--- config.mk ---
export PLATFORM = sky130hd
export DESIGN_NAME = ulpi_rx_framer
export DESIGN_NICKNAME = d
export VERILOG_FILES = /design/src/rtl/ulpi_rx_framer.sv
export SDC_FILE = /design/constraint.sdc
export NUM_CORES = 1
export LEC_CHECK = 0
export CAP_MARGIN = 20
export CORE_MARGIN = 2
export CORE_UTILIZATION = 55
export DETAILED_ROUTE_END_ITERATION = 7
export PLACE_DENSITY = 0.82
export SYNTH_ARGS = -nofsm -noshare
export SYNTH_HDL_FRONTEND = slang
export SYNTH_SLANG_ARGS = --single-unit
--- constraint.sdc ---
create_clock -name clk -period 5.3 [get_ports clk]
set_clock_uncertainty 0.15 [all_clocks]
set_input_delay 1.59 -clock clk [delete_from_list [all_inputs] [get_ports clk]]
set_output_delay 1.59 -clock clk [all_outputs]
set_load 0.05 [all_outputs]
--- src/rtl/ulpi_rx_framer.sv ---
// Frames the ULPI link-layer receive byte stream into SOP/EOP/ERR-marked packets
// delivered through a first-word-fall-through FIFO with valid/ready handshake.
module ulpi_rx_framer #(
  parameter int FIFO_DEPTH = 16
) (
  input  logic        clk,
  input  logic        reset_n,
  input  logic [7:0]  data,
  input  logic        data_valid,
  input  logic [7:0]  rx_cmd,
  output logic [7:0]  out_data,
  output logic        out_sop,
  output logic        out_eop,
  output logic        out_err,
  output logic        out_valid,
  input  logic        out_ready,
  output logic [1:0]  line_state,
  output logic [15:0] drop_count
);

  localparam int PTR_W = $clog2(FIFO_DEPTH);
  localparam int CNT_W = PTR_W + 1;
  localparam logic [CNT_W-1:0] DEPTH_C = CNT_W'(FIFO_DEPTH);

  typedef enum logic [1:0] {
    S_IDLE    = 2'd0,
    S_ACTIVE  = 2'd1,
    S_DISCARD = 2'd2
  } state_t;

  typedef struct packed {
    logic       err;
    logic       eop;
    logic       sop;
    logic [7:0] data;
  } beat_t;

  state_t state_reg, state_next;

  logic [7:0]  hold_data_reg;
  logic        hold_sop_reg;
  logic        hold_vld_reg;
  logic        first_reg;
  logic        err_flag_reg;
  logic [15:0] drop_count_reg;
  logic [1:0]  line_state_reg;

  beat_t             mem [FIFO_DEPTH];
  logic [PTR_W-1:0]  wr_ptr_reg;
  logic [PTR_W-1:0]  wr_ptr_plus1;
  logic [PTR_W-1:0]  rd_ptr_reg;
  logic [CNT_W-1:0]  count_reg;
  logic [CNT_W-1:0]  free_cnt;
  logic [CNT_W-1:0]  wr_cnt;

  logic rx_active;
  logic rx_error;
  logic room_one;
  logic room_two;
  logic pop;

  logic  wr0_en, wr1_en;
  beat_t wr0_beat, wr1_beat;
  beat_t held_beat, term_beat, head;
  logic  hold_load, hold_clear, overflow, drop;

  logic [FIFO_DEPTH-1:0] sel0, sel1;

  logic unused_rx_cmd_bits;
  assign unused_rx_cmd_bits = &{1'b0, rx_cmd[7:6], rx_cmd[3:2]};

  assign rx_active = rx_cmd[4];
  assign rx_error  = (rx_cmd[5:4] == 2'b11);

  assign free_cnt     = DEPTH_C - count_reg;
  assign room_one     = (free_cnt != '0);
  assign room_two     = (free_cnt >= CNT_W'(2));
  assign out_valid    = (count_reg != '0);
  assign pop          = out_valid & out_ready;
  assign wr_ptr_plus1 = wr_ptr_reg + PTR_W'(1);
  assign wr_cnt       = CNT_W'(wr0_en) + CNT_W'(wr1_en);

  assign held_beat = {1'b0, 1'b0, hold_sop_reg, hold_data_reg};
  // Overflow terminator: the reserved last slot closes the packet as bad.
  assign term_beat = {1'b1, 1'b1, hold_sop_reg, hold_data_reg};

  // State register
  always_ff @(posedge clk or negedge reset_n) begin
    if (!reset_n) begin
      state_reg <= S_IDLE;
    end else begin
      state_reg <= state_next;
    end
  end

  // Next-state logic
  always_comb begin
    state_next = state_reg;
    case (state_reg)
      S_IDLE: begin
        if (rx_active) state_next = S_ACTIVE;
      end
      S_ACTIVE: begin
        if (!rx_active)    state_next = S_IDLE;
        else if (overflow) state_next = S_DISCARD;
      end
      S_DISCARD: begin
        if (!rx_active) state_next = S_IDLE;
      end
      default: state_next = S_IDLE;
    endcase
  end

  // Output / push decisions
  always_comb begin
    wr0_en     = 1'b0;
    wr0_beat   = '0;
    wr1_en     = 1'b0;
    wr1_beat   = '0;
    hold_load  = 1'b0;
    hold_clear = 1'b0;
    overflow   = 1'b0;
    drop       = 1'b0;
    if (state_reg == S_ACTIVE) begin
      if (!rx_active) begin
        hold_clear = 1'b1;
        if (data_valid && hold_vld_reg) begin
          // Byte arriving with the falling edge is the last one: two writes.
          if (room_two) begin
            wr0_en   = 1'b1;
            wr0_beat = held_beat;
            wr1_en   = 1'b1;
            wr1_beat = {err_flag_reg, 1'b1, 1'b0, data};
          end else begin
            drop = 1'b1;
            if (room_one) begin
              wr0_en   = 1'b1;
              wr0_beat = term_beat;
            end
          end
        end else if (data_valid) begin
          if (room_one) begin
            wr0_en   = 1'b1;
            wr0_beat = {err_flag_reg, 1'b1, first_reg, data};
          end else begin
            drop = 1'b1;
          end
        end else if (hold_vld_reg) begin
          if (room_one) begin
            wr0_en   = 1'b1;
            wr0_beat = {err_flag_reg, 1'b1, hold_sop_reg, hold_data_reg};
          end else begin
            drop = 1'b1;
          end
        end
      end else if (data_valid) begin
        if (!hold_vld_reg || room_two) begin
          hold_load = 1'b1;
          if (hold_vld_reg) begin
            wr0_en   = 1'b1;
            wr0_beat = held_beat;
          end
        end else begin
          overflow   = 1'b1;
          drop       = 1'b1;
          hold_clear = 1'b1;
          if (room_one) begin
            wr0_en   = 1'b1;
            wr0_beat = term_beat;
          end
        end
      end
    end
  end

  // Framing datapath: hold register, packet flags, status outputs
  always_ff @(posedge clk or negedge reset_n) begin
    if (!reset_n) begin
      hold_data_reg  <= '0;
      hold_sop_reg   <= 1'b0;
      hold_vld_reg   <= 1'b0;
      first_reg      <= 1'b0;
      err_flag_reg   <= 1'b0;
      drop_count_reg <= '0;
      line_state_reg <= '0;
    end else begin
      line_state_reg <= rx_cmd[1:0];
      if (state_reg == S_IDLE && rx_active) begin
        first_reg    <= 1'b1;
        err_flag_reg <= 1'b0;
      end
      if (state_reg == S_ACTIVE && rx_error) begin
        err_flag_reg <= 1'b1;
      end
      if (hold_load) begin
        hold_data_reg <= data;
        hold_sop_reg  <= first_reg;
        hold_vld_reg  <= 1'b1;
        first_reg     <= 1'b0;
      end else if (hold_clear) begin
        hold_vld_reg <= 1'b0;
      end
      if (drop && drop_count_reg != 16'hFFFF) begin
        drop_count_reg <= drop_count_reg + 16'd1;
      end
    end
  end

  // FIFO pointers and occupancy; up to two writes and one read per cycle
  always_ff @(posedge clk or negedge reset_n) begin
    if (!reset_n) begin
      wr_ptr_reg <= '0;
      rd_ptr_reg <= '0;
      count_reg  <= '0;
    end else begin
      wr_ptr_reg <= wr_ptr_reg + PTR_W'(wr_cnt);
      rd_ptr_reg <= rd_ptr_reg + PTR_W'(pop);
      count_reg  <= count_reg + wr_cnt - CNT_W'(pop);
    end
  end

  for (genvar gi = 0; gi < FIFO_DEPTH; gi++) begin : g_wsel
    assign sel0[gi] = wr0_en && (wr_ptr_reg == PTR_W'(gi));
    assign sel1[gi] = wr1_en && (wr_ptr_plus1 == PTR_W'(gi));
  end

  always_ff @(posedge clk) begin
    for (int i = 0; i < FIFO_DEPTH; i++) begin
      if (sel0[i])      mem[i] <= wr0_beat;
      else if (sel1[i]) mem[i] <= wr1_beat;
    end
  end

  // Head is gated so the outputs read zero while the FIFO is empty
  assign head       = mem[rd_ptr_reg];
  assign out_data   = out_valid ? head.data : 8'h00;
  assign out_sop    = out_valid & head.sop;
  assign out_eop    = out_valid & head.eop;
  assign out_err    = out_valid & head.err;
  assign line_state = line_state_reg;
  assign drop_count = drop_count_reg;

endmodule

==> impl_metrics.py <==
metrics = {
    "power": {
        "p_int_w": 0.00411,
        "leakagePower_nw": 4.91,
        "p_sw_w": 0.00220,
        "p_sw_frac": 0.349,
        "irDropWorstVdd_v": 0.000286,
        "pwr_density_cell_mw_per_mm2": 483,
        "combPwrFrac": 0.374,
        "clock_power_share": 0.249,
        "pwr-share-seq": 0.377,
    },
    "layout": {
        "drive_above_1_share": 0.334,
        "seq_area_sq_mm": 0.00641,
        "area_growth_pct": 13.3,
        "layout.nets": 867,
        "final_common_cell": "edfxtp_1",
        "largest_register_ffs": 176,
        "multi_input_area_sq_mm": 0.00476,
        "mostFrequentLayoutCells": "edfxtp_1, mux2_2, mux4_2",
        "stdcell_count": 1122,
        "n_antenna_cell": 0,
        "fillers": 1555,
    },
    "drt": {
        "top_layer": "met4",
        "drtIter0Drc": 733,
        "route.detailed.wl_per_inst_microns": 23.3,
        "drt-met1-wl_mm": 10.6,
        "route.met3.wl_mm": 2.07,
        "via_per_inst": 6.32,
        "drt-pass1-iter-count": 5,
        "met2WireLength_mm": 13.0,
        "drc_errors": 0,
        "wirelength_mm": 26.2,
        "vias": 7089,
        "ant_nets": 0,
    },
    "placed_design": {
        "io_buffers": 45,
        "place_inst": 1075,
        "dpl.hpwl_mm": 17.1,
        "place.gp.congestion": 0.862,
    },
    "critical_path": {
        "path_class": "reg -> out",
        "worstSetupEndpointType": "output pin",
        "start_kind": "flop",
        "cp_data_arrival_time_ns": 3.38,
        "critical_path.max_fanout": 16,
        "required_ns": 3.56,
    },
    "yosys": {
        "yosys_warnings": 0,
        "synthXorXnorAreaFrac": 0.0174,
        "synthesis.nets": 829,
        "synth_cell_types": 54,
        "synthSimpleGateAreaFrac": 0.0767,
        "syn_inst": 791,
        "synth-seq-cells": 221,
        "synth_compound_area_frac": 0.0545,
        "netlist_area_sq_mm": 0.0115,
        "async_flop_share": 0.204,
        "synth_top_family_by_area": "multiplexers",
        "synth_edf_count": 175,
        "synthMuxAreaShare": 0.242,
        "synthAdderAreaFrac": 0.0208,
        "avgSynthCellArea_sq_um": 14.6,
        "synth_flop_cell": "edfxtp_1",
        "ys_seq_area_frac": 0.554,
    },
    "timing": {
        "setup_viol": 0,
        "fin_hold_ws_ns": 0.350,
        "fmaxAchievable_mhz": 195,
        "slew_viol_final": 0,
        "tns_ns": 0,
        "grt_setup_unrepaired": "no",
        "hold_violations": 0,
        "slew_headroom": 0.200,
        "finalCritPeriodShare": 0.966,
        "period_needed_ns": 5.12,
        "tightest_slew_ns": 1.20,
    },
    "clock_network": {
        "cts_tree": "done",
        "cts_sinks": 221,
        "clock_path_buffers": 3,
        "cts_hold_buf": 0,
        "clk-insertion-delay-late_ns": 0.52,
        "cts_buffers": 24,
        "post_cts_buffers": 0,
        "h-tree-depth": 1,
        "cts_root_buf": "clkbuf_16",
        "ctsResizeCount": 0,
        "path_clk_slew_ns": 0.06,
    },
    "floorplan": {
        "die_area_sq_mm": 0.0222,
        "die_x_microns": 149,
        "num_io_pins": 50,
        "core-area_sq_mm": 0.0208,
        "start_util": 0.554,
        "placementRows": 53,
        "die_h_microns": 149,
    },
    "global_route": {
        "grt_pass1_wl_mm": 41.5,
        "grt_pass1_vias": 7243,
        "antenna_found_initial": 0,
        "grt_max_degree": 46,
        "gr-total-overflow": 0,
        "grt_use_total": 0.244,
    },
    "status": {
        "status": "finished clean",
    },
    "min_path": {
        "min_path_type": "reg -> reg",
    },
    "job": {
        "cap_viol_max_count": 0,
    },
}
==> per-stage QoR <==
stage,utilization,worst slack (ns),instance area [sq um],total power [W]
after global routing,0.628,0.0621,13100,0.00660
after floorplan,-,1.05,11500,0.00406
after detailed placement,0.591,0.463,12300,0.00476
after CTS,0.627,0.000535,13100,0.00633
final,0.628,0.179,13100,0.00631
after global placement,0.590,0.490,12300,0.00470
==> kinds of logic after synthesis <==
family                   Yosys count
adder cells (fa/ha/maj)           18
buffers and inverters             92
AND/OR/NAND/NOR                  166
multiplexers                     187
flip-flops                       221
AO/OA/AOI/OAI                     84
XOR/XNOR                          23
==> worst paths after layout <==
check | from | to | slack, ns | depth (start not counted)
max | rd_ptr_reg[0]$_DFF_PN0_ | out_data[5] | 0.18 | 5
min | drop_count[15]$_DFFE_PN0P_ | drop_count[15]$_DFFE_PN0P_ | 0.35 | 1
max reg2reg | count_reg[0]$_DFF_PN0_ | count_reg[4]$_DFF_PN0_ | 1.13 | 20
min reg2reg | drop_count[15]$_DFFE_PN0P_ | drop_count[15]$_DFFE_PN0P_ | 0.35 | 1
max in group asynchronous | reset_n | rd_ptr_reg[1]$_DFF_PN0_ | 3.55 | 2
min in group asynchronous | reset_n | hold_data_reg[6]$_DFFE_PN0P_ | 1.00 | 2
==> cell usage after synthesis (14+ instances only) <==
cell type	count	area share
a21oi_1	24	0.010
and2_1	18	0.0098
buf_2	16	0.0069
clkbuf_1	39	0.013
dfrtp_1	45	0.098
edfxtp_1	175	0.46
ha_1	16	0.017
inv_1	21	0.0068
mux2_2	112	0.11
mux2_4	18	0.023
mux4_2	55	0.11
nand2_1	43	0.014
nand3_1	22	0.0095
nor2_1	17	0.0055
nor2b_1	16	0.0087
nor3_1	14	0.0061
o21ai_0	15	0.0065
xnor2_1	17	0.013
==> final cells by class <==
cell class | instances | area share
multi-input combinational | 478 | 0.364
sequential | 221 | 0.490
clock inverter | 17 | 0.00823
tap | 275 | 0.0263
clock buffer | 27 | 0.0484
timing repair buffer | 82 | 0.0565
inverter | 22 | 0.00631
==> power by group through the flow <==
stage,Clock (W),Sequential (W),Combinational [W]
6_report,0.00157,0.00238,0.00236
5_1_grt,0.00166,0.00241,0.00253
4_1_cts,0.00159,0.00238,0.00236
3_5_place_dp,0,0.00241,0.00235
3_3_place_gp,0,0.00240,0.00230
2_1_floorplan,0,0.00225,0.00181
==> metal layers <==
metal | track usage | vias to the layer above
met5 | 0 | -
met4 | 0.0533 | 0
met3 | 0.0453 | 42
met2 | 0.409 | 306
met1 | 0.337 | 3618
li1 | - | 3123
==> critical path, stage by stage, from the launching register on <==
cell	delay, ns
dfrtp_4	0.64
buf_4	0.30
mux4_2	0.53
mux4_2	0.51
and2_1	0.18
clkdlybuf4s50_1	0.69
Note: power is estimated with default switching activity, not from simulation.
